## src/rtl/prog_clock_divider_pkg.sv

```systemverilog
// ---------------------------------------------------------------------------
// prog_clock_divider_pkg
//
// Shared definitions for the programmable clock divider:
//   - MIN_DIV      : smallest legal half-period; a requested divisor of 0 is
//                    promoted to this value.
//   - ch_width()   : width of the channel-select field for a given channel
//                    count (never narrower than one bit).
//   - ch_mode_e    : per-cycle operating mode of a divider channel.
// ---------------------------------------------------------------------------
package prog_clock_divider_pkg;

    localparam int MIN_DIV = 1;

    // A single-channel divider still needs a one-bit select port so that the
    // interface shape does not change with N_CH.
    function automatic int ch_width(input int n);
        return (n > 1) ? $clog2(n) : 1;
    endfunction

    // SYNC wins over everything, RUN is an enabled channel, IDLE a disabled
    // one. The mode is decoded once per cycle and drives the next-state logic.
    typedef enum logic [1:0] {
        MODE_IDLE = 2'd0,
        MODE_RUN  = 2'd1,
        MODE_SYNC = 2'd2
    } ch_mode_e;

endpackage

```

## src/rtl/divider_channel.sv

```systemverilog
// ---------------------------------------------------------------------------
// divider_channel
//
// One independent divider channel. Produces a 50% duty square wave whose
// half-period is div_q clock cycles, plus a one-cycle tick at every toggle.
// Divisor updates written while the channel runs are held as "pending" and
// only applied at a terminal count, so a half-period is never truncated.
//
// Ports:
//   clk      in   rising-edge clock
//   rst_n    in   asynchronous active-low reset
//   en       in   count enable
//   sync     in   force phase alignment (clear count and output)
//   wr       in   accepted divisor write aimed at this channel
//   wr_div   in   divisor to write (already promoted from 0 to 1)
//   ready    out  channel can accept a write (no update pending)
//   clk_div  out  divided square wave
//   tick     out  one-cycle pulse coincident with each clk_div toggle
// ---------------------------------------------------------------------------
module divider_channel
    import prog_clock_divider_pkg::*;
#(
    parameter int          WIDTH       = 32,
    parameter int unsigned DEFAULT_DIV = 50000000
) (
    input  logic             clk,
    input  logic             rst_n,
    input  logic             en,
    input  logic             sync,
    input  logic             wr,
    input  logic [WIDTH-1:0] wr_div,
    output logic             ready,
    output logic             clk_div,
    output logic             tick
);

    localparam logic [WIDTH-1:0] RESET_DIV = WIDTH'(DEFAULT_DIV);
    localparam logic [WIDTH-1:0] ONE       = WIDTH'(MIN_DIV);

    logic [WIDTH-1:0] count_q,   count_nxt;
    logic [WIDTH-1:0] div_q,     div_nxt;
    logic [WIDTH-1:0] pend_q,    pend_nxt;
    logic             pending_q, pending_nxt;
    logic             clk_q,     clk_nxt;
    logic             tick_q,    tick_nxt;

    ch_mode_e mode;
    logic     terminal;

    // Sync overrides the enable; otherwise the enable picks run versus idle.
    always_comb begin
        mode = MODE_IDLE;
        if (sync) begin
            mode = MODE_SYNC;
        end else if (en) begin
            mode = MODE_RUN;
        end
    end

    // The count never exceeds div_q-1 because every divisor change also
    // clears the count; using >= keeps the compare from ever wrapping past
    // the terminal value even if that invariant were somehow broken.
    assign terminal = (count_q >= (div_q - ONE));

    // Next-state logic. All registers hold by default and tick is a pulse,
    // so it defaults low. A write can only arrive when nothing is pending
    // (ready gates it), so the write and pending paths never collide.
    always_comb begin
        count_nxt   = count_q;
        div_nxt     = div_q;
        pend_nxt    = pend_q;
        pending_nxt = pending_q;
        clk_nxt     = clk_q;
        tick_nxt    = 1'b0;

        unique case (mode)
            MODE_SYNC: begin
                // Phase-align: restart every channel from a low output. A write
                // in the same cycle lands directly; otherwise a queued update
                // is flushed into the divisor here.
                count_nxt = '0;
                clk_nxt   = 1'b0;
                if (wr) begin
                    div_nxt     = wr_div;
                    pending_nxt = 1'b0;
                end else if (pending_q) begin
                    div_nxt     = pend_q;
                    pending_nxt = 1'b0;
                end
            end

            MODE_RUN: begin
                if (terminal) begin
                    count_nxt = '0;
                    clk_nxt   = ~clk_q;
                    tick_nxt  = 1'b1;
                    if (pending_q) begin
                        div_nxt     = pend_q;
                        pending_nxt = 1'b0;
                    end
                end else begin
                    count_nxt = count_q + ONE;
                end
                // A write in a terminal cycle still waits for the following
                // terminal, since the current one already used the old divisor.
                if (wr) begin
                    pend_nxt    = wr_div;
                    pending_nxt = 1'b1;
                end
            end

            MODE_IDLE: begin
                // A stopped channel has no half-period to protect, so updates
                // go straight into the divisor and the count restarts.
                if (wr) begin
                    div_nxt   = wr_div;
                    count_nxt = '0;
                end else if (pending_q) begin
                    div_nxt     = pend_q;
                    pending_nxt = 1'b0;
                    count_nxt   = '0;
                end
            end

            default: begin
            end
        endcase
    end

    // Channel state registers; reset drops any queued divisor update.
    always_ff @(posedge clk or negedge rst_n) begin
        if (!rst_n) begin
            count_q   <= '0;
            div_q     <= RESET_DIV;
            pend_q    <= RESET_DIV;
            pending_q <= 1'b0;
            clk_q     <= 1'b0;
            tick_q    <= 1'b0;
        end else begin
            count_q   <= count_nxt;
            div_q     <= div_nxt;
            pend_q    <= pend_nxt;
            pending_q <= pending_nxt;
            clk_q     <= clk_nxt;
            tick_q    <= tick_nxt;
        end
    end

    assign ready   = ~pending_q;
    assign clk_div = clk_q;
    assign tick    = tick_q;

endmodule

```

## src/rtl/prog_clock_divider.sv

```systemverilog
// ---------------------------------------------------------------------------
// prog_clock_divider
//
// Bank of N_CH programmable clock dividers sharing one configuration port.
// The top level only decodes configuration writes and muxes the addressed
// channel's ready flag; all counting lives in divider_channel.
//
// Ports:
//   clk        in   rising-edge clock
//   rst_n      in   asynchronous active-low reset
//   en         in   per-channel count enable [N_CH]
//   sync       in   phase-align all channels
//   cfg_valid  in   divisor write request
//   cfg_ch     in   target channel of the write
//   cfg_div    in   new half-period in clk cycles (0 is treated as 1)
//   cfg_ready  out  write is accepted this cycle (combinational)
//   clk_div    out  divided square wave per channel [N_CH]
//   tick       out  one-cycle pulse per channel at each toggle [N_CH]
// ---------------------------------------------------------------------------
module prog_clock_divider
    import prog_clock_divider_pkg::*;
#(
    parameter int          N_CH        = 4,
    parameter int          WIDTH       = 32,
    parameter int unsigned DEFAULT_DIV = 50000000
) (
    input  logic                      clk,
    input  logic                      rst_n,
    input  logic [N_CH-1:0]           en,
    input  logic                      sync,
    input  logic                      cfg_valid,
    input  logic [ch_width(N_CH)-1:0] cfg_ch,
    input  logic [WIDTH-1:0]          cfg_div,
    output logic                      cfg_ready,
    output logic [N_CH-1:0]           clk_div,
    output logic [N_CH-1:0]           tick
);

    logic [N_CH-1:0]  ch_ready;
    logic [N_CH-1:0]  ch_wr;
    logic [WIDTH-1:0] wr_div;
    logic             accept;

    // Ready mux: an address beyond the last channel matches nothing and so
    // reports ready, which lets such writes be accepted and silently dropped.
    always_comb begin
        cfg_ready = 1'b1;
        for (int i = 0; i < N_CH; i++) begin
            if (int'(cfg_ch) == i) begin
                cfg_ready = ch_ready[i];
            end
        end
    end

    assign accept = cfg_valid & cfg_ready;

    // A zero half-period is meaningless, so it is promoted to the minimum.
    assign wr_div = (cfg_div == '0) ? WIDTH'(MIN_DIV) : cfg_div;

    // Write strobe decode: one-hot on the addressed channel, all-zero for
    // out-of-range addresses.
    always_comb begin
        ch_wr = '0;
        for (int i = 0; i < N_CH; i++) begin
            if (int'(cfg_ch) == i) begin
                ch_wr[i] = accept;
            end
        end
    end

    for (genvar g = 0; g < N_CH; g++) begin : g_ch
        divider_channel #(
            .WIDTH       (WIDTH),
            .DEFAULT_DIV (DEFAULT_DIV)
        ) u_ch (
            .clk     (clk),
            .rst_n   (rst_n),
            .en      (en[g]),
            .sync    (sync),
            .wr      (ch_wr[g]),
            .wr_div  (wr_div),
            .ready   (ch_ready[g]),
            .clk_div (clk_div[g]),
            .tick    (tick[g])
        );
    end

endmodule

```

## config.mk

```make
export PLATFORM = sky130hd
export DESIGN_NAME = prog_clock_divider
export DESIGN_NICKNAME = d
export VERILOG_FILES = /design/src/rtl/prog_clock_divider_pkg.sv /design/src/rtl/divider_channel.sv /design/src/rtl/prog_clock_divider.sv
export SDC_FILE = /design/constraint.sdc
export NUM_CORES = 1
export LEC_CHECK = 0
export BUFFER_PORTS_ARGS = -buffer_cell sky130_fd_sc_hd__buf_2
export CORE_UTILIZATION = 44
export DETAILED_ROUTE_END_ITERATION = 6
export SETUP_SLACK_MARGIN = 0.1
export SYNTH_ARGS = -nofsm -noshare
export SYNTH_HDL_FRONTEND = slang
export SYNTH_SLANG_ARGS = --single-unit
```

## constraint.sdc

```tcl
create_clock -name clk -period 4.2 [get_ports clk]
set_input_delay 1.05 -clock clk [delete_from_list [all_inputs] [get_ports clk]]
set_output_delay 1.05 -clock clk [all_outputs]
set_load 0.1 [all_outputs]
```

Word-level counts from Yosys, hierarchy flattened
Index checks and enable logic that the tools add are counted.
Widths: inputs -> output; s select.
{"block": "op_classes", "addsub": 8, "n_mux": 81, "n_bitwise": 9, "n_reduce_logical": 42, "n_lt_le_gt_ge": 4, "n_eq_ne": 27}
{"op": "$mux 32", "count": 25}
{"op": "$pmux 32 s3", "count": 4}
{"op": "$pmux 32 s2", "count": 4}
{"op": "$add 32x1->32 const B", "count": 4}
{"op": "$ge 32x32->1", "count": 4}
{"op": "$sub 32x1->32 const B", "count": 4}
{"op": "$mux 1", "count": 36}
{"op": "$logic_not 32->1", "count": 1}
{"op": "$reduce_and 2->1", "count": 16}
{"op": "$ne 3x1->1 const B", "count": 8}
{"op": "$reduce_bool 2->1", "count": 8}
{"op": "$eq 2x2->1 const B", "count": 6}
{"op": "$pmux 1 s3", "count": 4}
{"op": "$reduce_and 3->1", "count": 4}
{"op": "$reduce_bool 3->1", "count": 4}
{"op": "$eq 2x1->1 const B", "count": 5}
{"op": "$logic_not 2->1", "count": 5}
{"op": "$mux 2", "count": 4}
{"op": "$ne 2x1->1 const B", "count": 4}
{"op": "$ne 2x2->1 const B", "count": 4}
{"op": "$not 1->1", "count": 8}
{"op": "$pmux 1 s2", "count": 4}
{"op": "$reduce_or 2->1", "count": 4}
{"op": "$and 1x1->1", "count": 1}
{"block": "word_totals", "input_bits": 42, "regBits": 396, "word_cells": 195}

Logic depth before layout (Yosys ltp)
{"block": "logic_depth", "ltp_word": 9, "ltp_mapped": 18}

Modules after synthesis
From an unflattened synthesis, not the netlist that was laid out.
{"block": "hier_totals", "hier_cells": 2188, "area_unflattened_um2": 23034.6}
{"mod": "divider_channel (g_ch[1].u_ch ...)", "seq_area_each_um2": 2507.4, "area_per_inst_um2": 5647.9, "cells_each": 531, "n_inst": 2}
{"mod": "divider_channel (g_ch[0].u_ch)", "seq_area_each_um2": 2507.4, "area_per_inst_um2": 5939.4, "cells_each": 548, "n_inst": 1}
{"mod": "divider_channel (g_ch[3].u_ch)", "seq_area_each_um2": 2507.4, "area_per_inst_um2": 5545.3, "cells_each": 531, "n_inst": 1}
{"mod": "prog_clock_divider", "seq_area_each_um2": 0.0, "area_per_inst_um2": 254.0, "cells_each": 47, "n_inst": 1}

Worst setup path before layout
Ideal clock, no wire load.
{"block": "synth_path", "path_kind": "reg2reg", "startpoint": "register g_ch[1].u_ch.div_q[5]", "endpoint": "register g_ch[1].u_ch.div_q[0]", "period_less_slack_ns": 4.212, "setup_slack_ns": -0.012, "stages_incl_launch_ff": 15, "n_path_buf": 2, "t_arrival_ns": 4.075, "path_cell_list": "dfrtp_1 -> nor4_1 -> nand4_1 -> or3_1 -> nor4_2 -> nand3_1 -> xor2_1 -> ha_1 -> nand4_1 -> or4_1 -> o22ai_1 -> or3_1 -> clkbuf_1 -> clkbuf_1 -> a2bb2oi_1"}
{"block": "synth_via", "elab_chain_len": 4}
{"element": "start, declared", "line": "divider_channel.sv:41", "rtl": "logic [WIDTH-1:0] div_q, div_nxt;"}
{"element": "start signal, assigned", "line": "divider_channel.sv:141", "rtl": "div_q <= div_nxt;"}
{"element": "$sub 32x1->32", "line": "divider_channel.sv:63", "rtl": "assign terminal = (count_q >= (div_q - ONE));"}
{"element": "$ge 32x32->1", "line": "divider_channel.sv:63"}
{"element": "$ne 2x1->1 (no source line)"}
{"element": "$reduce_and 2->1 (no source line)"}
Every way passes these cells.
A chain may end at the register's enable or synchronous reset.

Final worst setup path
{"block": "layout_path", "startpoint": "register g_ch[0].u_ch.div_q[9]", "endpoint": "register g_ch[0].u_ch.div_q[26]"}
{"block": "layout_via", "elab_chain_len": 4}
{"element": "start, declared", "line": "divider_channel.sv:41"}
{"element": "start signal, assigned", "line": "divider_channel.sv:141"}
{"element": "$sub 32x1->32", "line": "divider_channel.sv:63"}
{"element": "$ge 32x32->1", "line": "divider_channel.sv:63"}
{"element": "$ne 2x1->1 (no source line)"}
{"element": "$reduce_and 2->1 (no source line)"}
Every way passes these cells.

==> results by group <==
Detailed routing
  – WL/cell: 20.3 µm
  – Wire length on met2: 29100 µm
  – Met3 WL post-DR: 2460 µm
  – M1 WL: 28100 µm
  – Final WL: 61200 µm
  – Detail-routed via count per cell: 5.89
  – DRT iter0 DRCs: 1017
  – Top sig layer: met5
  – DR DRC count: 0
  – Antenna Violating Nets Remaining: 0
  – Pre-antenna DRT Iters: 5
  – Total number of vias: 17800

Setup path
  – CP arrival: 4.71 ns
  – R2r setup slk: -0.006 ns
  – Req. time, crit path: 4.70 ns
  – Critical R2R Capture: g_ch[0].u_ch.div_q[26]
  – Critical path class: reg2reg
  – Worst setup EP type: register
  – R2r worst-path depth: 15
  – Worst setup SP type: register
  – Reg2Reg Launch Point: g_ch[0].u_ch.div_q[9]
  – Worst-path fanout max: 8

Global route
  – Initial antenna violation count: 5
  – First-pass GRT wire length: 95600 µm
  – Overflow after GRT: 0
  – Pin count of the biggest net entering global routing: 93
  – Number of global-route vias before repair: 17600
  – GRT Util Overall: 22.6%

Die
  – Die Y: 229 µm
  – Num ports: 51
  – Core Box Area: 50400 µm²
  – Die W: 229 µm
  – Rows: 82
  – Initial Util: 44.9%
  – Die area: 52300 µm²

Placement
  – GP Congestion: 0.806
  – Post-DP HPWL: 40100 µm
  – Port Buf Inserts: 50

Clock tree
  – H-tree lvl count: 2
  – Clock buffer depth: 3
  – Hold buffers post-CTS: 0
  – Clock root cell: clkbuf_16
  – Clk slew on worst S/H paths: 0.06 ns
  – Total clock sinks: 396
  – Latest clock arrival within the worst-skew pair: 0.59 ns
  – CTS tree: done
  – Num CTS Buffers: 44

STA
  – # setup viols final: 2
  – RSZ-0062 raised after global routing: true
  – Period utilisation layout: 100%
  – Relative slew slack: 11.8%
  – Fin crit period: 4.21 ns
  – Max frequency: 238 MHz
  – Final hold violations: 0
  – Skew final: 0.0257 ns
  – Setup ws final: -0.00647 ns
  – Worst-Margin Slew: 1.31 ns
  – Max-slew violations: 0

Cells and area
  – Final core occ: 54.6%
  – Fill cell count: 4291
  – Commonest non-fill, non-tap cell in the layout: dfrtp_1
  – P&R area growth vs syn: 21.6%
  – # diodes: 0
  – # nets final: 2487
  – Layout cells sized above 1: 29.4%
  – Commonest non-fill, non-tap cells in the layout: 296 x dfrtp_1, 149 x nor2_1, 135 x xnor2_1

Power and ir drop
  – Internal power: 8340 µW
  – Clk pwr share: 34.2%
  – Comb pwr share: 20.7%
  – Total power: 11700 µW
  – P per Cell Area: 426 nW/µm²
  – Leak pwr: 0.0111 µW
  – Sequential fraction of design power: 45.2%
  – Net Switching: 3380 µW
  – Switch share: 28.8%
  – Maximum VDD drop: 0.312 mV

Min path
  – Hold_sp: g_ch[0].u_ch.clk_div
  – WHS Path Cells: 1
  – Hold EP: g_ch[0].u_ch.clk_div
  – HP Class: reg2reg

Logic synthesis
  – Yosys warning count: 0
  – EDFF count, synth: 0
  – Synth Instances: 2198
  – Ys async rst share: 100%
  – Ys flop type: dfrtp_1
  – Net Count, Synth: 2376
  – Post-Syn Area per Cell: 10.3 µm²
  – Unique masters post-synth: 75
  – Sequential share of the synthesized area: 44.4%
  – Synth Cell Area: 22600 µm²
  – FF+latch count, synth: 396

Status
  – Status: finished, violations left
  – Failing checks: setup timing

Run
  – Max_cap viols: 0
## sequential cells by signal (all words and copies together) (netlist names)
| register | cells |
|---|---|
| g_ch.u_ch.pending_q | 4 |
| g_ch.u_ch.count_q | 128 |
| g_ch.u_ch.pend_q | 128 |
| g_ch.u_ch.div_q | 128 |
| g_ch.u_ch.clk_div | 4 |
| g_ch.u_ch.tick | 4 |
## kinds of logic after synthesis
logic type	after synthesis	synth area share (%)
simple gates	706	16.0
buf+inv	186	3.35
compound gates	428	13.8
fa+ha+maj	136	7.53
flops	396	44.4
mux	140	6.97
xor+xnor	206	7.99
## cells in the mapped netlist (all sizes together), types with 3 or more instances
| library cell | count | area, µm² |
|---|---|---|
| a21oi | 49 | 245 |
| o41a | 4 | 45.0 |
| or3b | 4 | 35.0 |
| and4 | 11 | 96.3 |
| nor4b | 3 | 41.3 |
| mux2 | 129 | 1450 |
| a221oi | 6 | 52.6 |
| o21ai | 33 | 165 |
| nor2b | 14 | 87.6 |
| or4 | 15 | 120 |
| nand2 | 137 | 514 |
| o22ai | 134 | 838 |
| or4b | 3 | 30.0 |
| dfrtp | 300 | 7510 |
| a311oi | 3 | 26.3 |
| o2bb2a | 4 | 40.0 |
| a22o | 12 | 105 |
| xor2 | 71 | 622 |
| nor4 | 53 | 374 |
| and3 | 26 | 163 |
| or2 | 3 | 18.8 |
| or3 | 26 | 163 |
| clkinv | 3 | 11.3 |
| nor2 | 172 | 646 |
| o41ai | 11 | 96.3 |
| dfstp | 96 | 2520 |
| mux2i | 10 | 100 |
| buf | 51 | 248 |
| nand4 | 45 | 282 |
| clkbuf | 87 | 329 |
| a21o | 3 | 22.5 |
| nand3 | 77 | 385 |
| and2 | 7 | 45.1 |
| o31a | 4 | 35.0 |
| xnor2 | 135 | 1180 |
| a2111o | 3 | 33.8 |
| a2bb2oi | 124 | 1090 |
| ha | 136 | 1700 |
| nand2b | 20 | 125 |
| inv | 45 | 169 |
| o211ai | 3 | 22.5 |
| o311ai | 7 | 61.3 |
| a31oi | 8 | 50.1 |
| nor3 | 80 | 405 |
| nand3b | 7 | 52.6 |
## metal layers
layer | global-route usage [%] | vias up
met5 | 0 | -
met4 | 6.71 | 10
met3 | 3.62 | 94
met2 | 36.9 | 291
met1 | 30.7 | 8998
li1 | - | 8390
## metrics by stage
step,setup WS [ns],std cells,TNS [ns],area (µm²),hold slack (ns)
floorplan,0.0995,2198,0,22600,0.451
global route,-0.196,3017,-9.52,27500,0.514
CTS,0.0412,2964,0,25800,0.489
finish,-0.00647,3017,-0.0120,27500,0.484
global placement,-0.0307,2870,-0.734,24000,0.463
detailed placement,-0.145,2870,-6.57,24000,0.478
## power groups by stage
| stage | Sequential [µW] | Clock, µW | Combinational (µW) |
|---|---|---|---|
| 3_5_place_dp | 5280 | 0 | 2110 |
| 2_1_floorplan | 5130 | 0 | 1500 |
| 6_report | 5290 | 4000 | 2420 |
| 3_3_place_gp | 5260 | 0 | 2020 |
| 5_1_grt | 5390 | 4250 | 2660 |
| 4_1_cts | 5240 | 4080 | 2150 |
## timing repair
action	CTS	global route
endpoints found under the setup margin	167	265
setup buffers	10	37
gates resized for setup	29	209
pin swaps	8	80
cloned	2	17
## worst max-delay path, stage by stage (launching register included)
cell and delay, ns:
dfrtp_1 0.37, or4_4 0.55, nor4b_4 0.28, nand3_2 0.12
or4_4 0.51, nor4_4 0.26, xnor2_1 0.17, ha_1 0.27
nand4_1 0.22, nor2_1 0.10, a221oi_2 0.27, nand3_2 0.13
or3_4 0.43, buf_12 0.17, buf_12 0.14, a2bb2oi_2 0.11
## how the worst max path moves through the flow
stage | start | to | cells after the start
after CTS | g_ch[0].u_ch.div_q[9] | g_ch[0].u_ch.div_q[31] | 13
after detailed placement | g_ch[0].u_ch.div_q[9] | g_ch[0].u_ch.count_q[20] | 14
final | g_ch[0].u_ch.div_q[9] | g_ch[0].u_ch.div_q[26] | 15
after global placement | g_ch[0].u_ch.div_q[9] | g_ch[0].u_ch.count_q[25] | 14
after floorplan | g_ch[0].u_ch.div_q[8] | g_ch[0].u_ch.div_q[12] | 14
after global routing | g_ch[0].u_ch.div_q[9] | g_ch[0].u_ch.div_q[30] | 15
## cell type report
class                      instances  area [µm²]  share of cell area [%]
clock buffer                      66        1290                    4.71
clock inverter                    16         191                   0.697
inverter                          48         180                   0.656
multi-input combinational       1616       12900                    47.1
sequential                       396       10000                    36.5
tap                              672         841                    3.06
timing repair buffer             203        1990                    7.26
No activity file was read; power rests on OpenSTA's default activity.
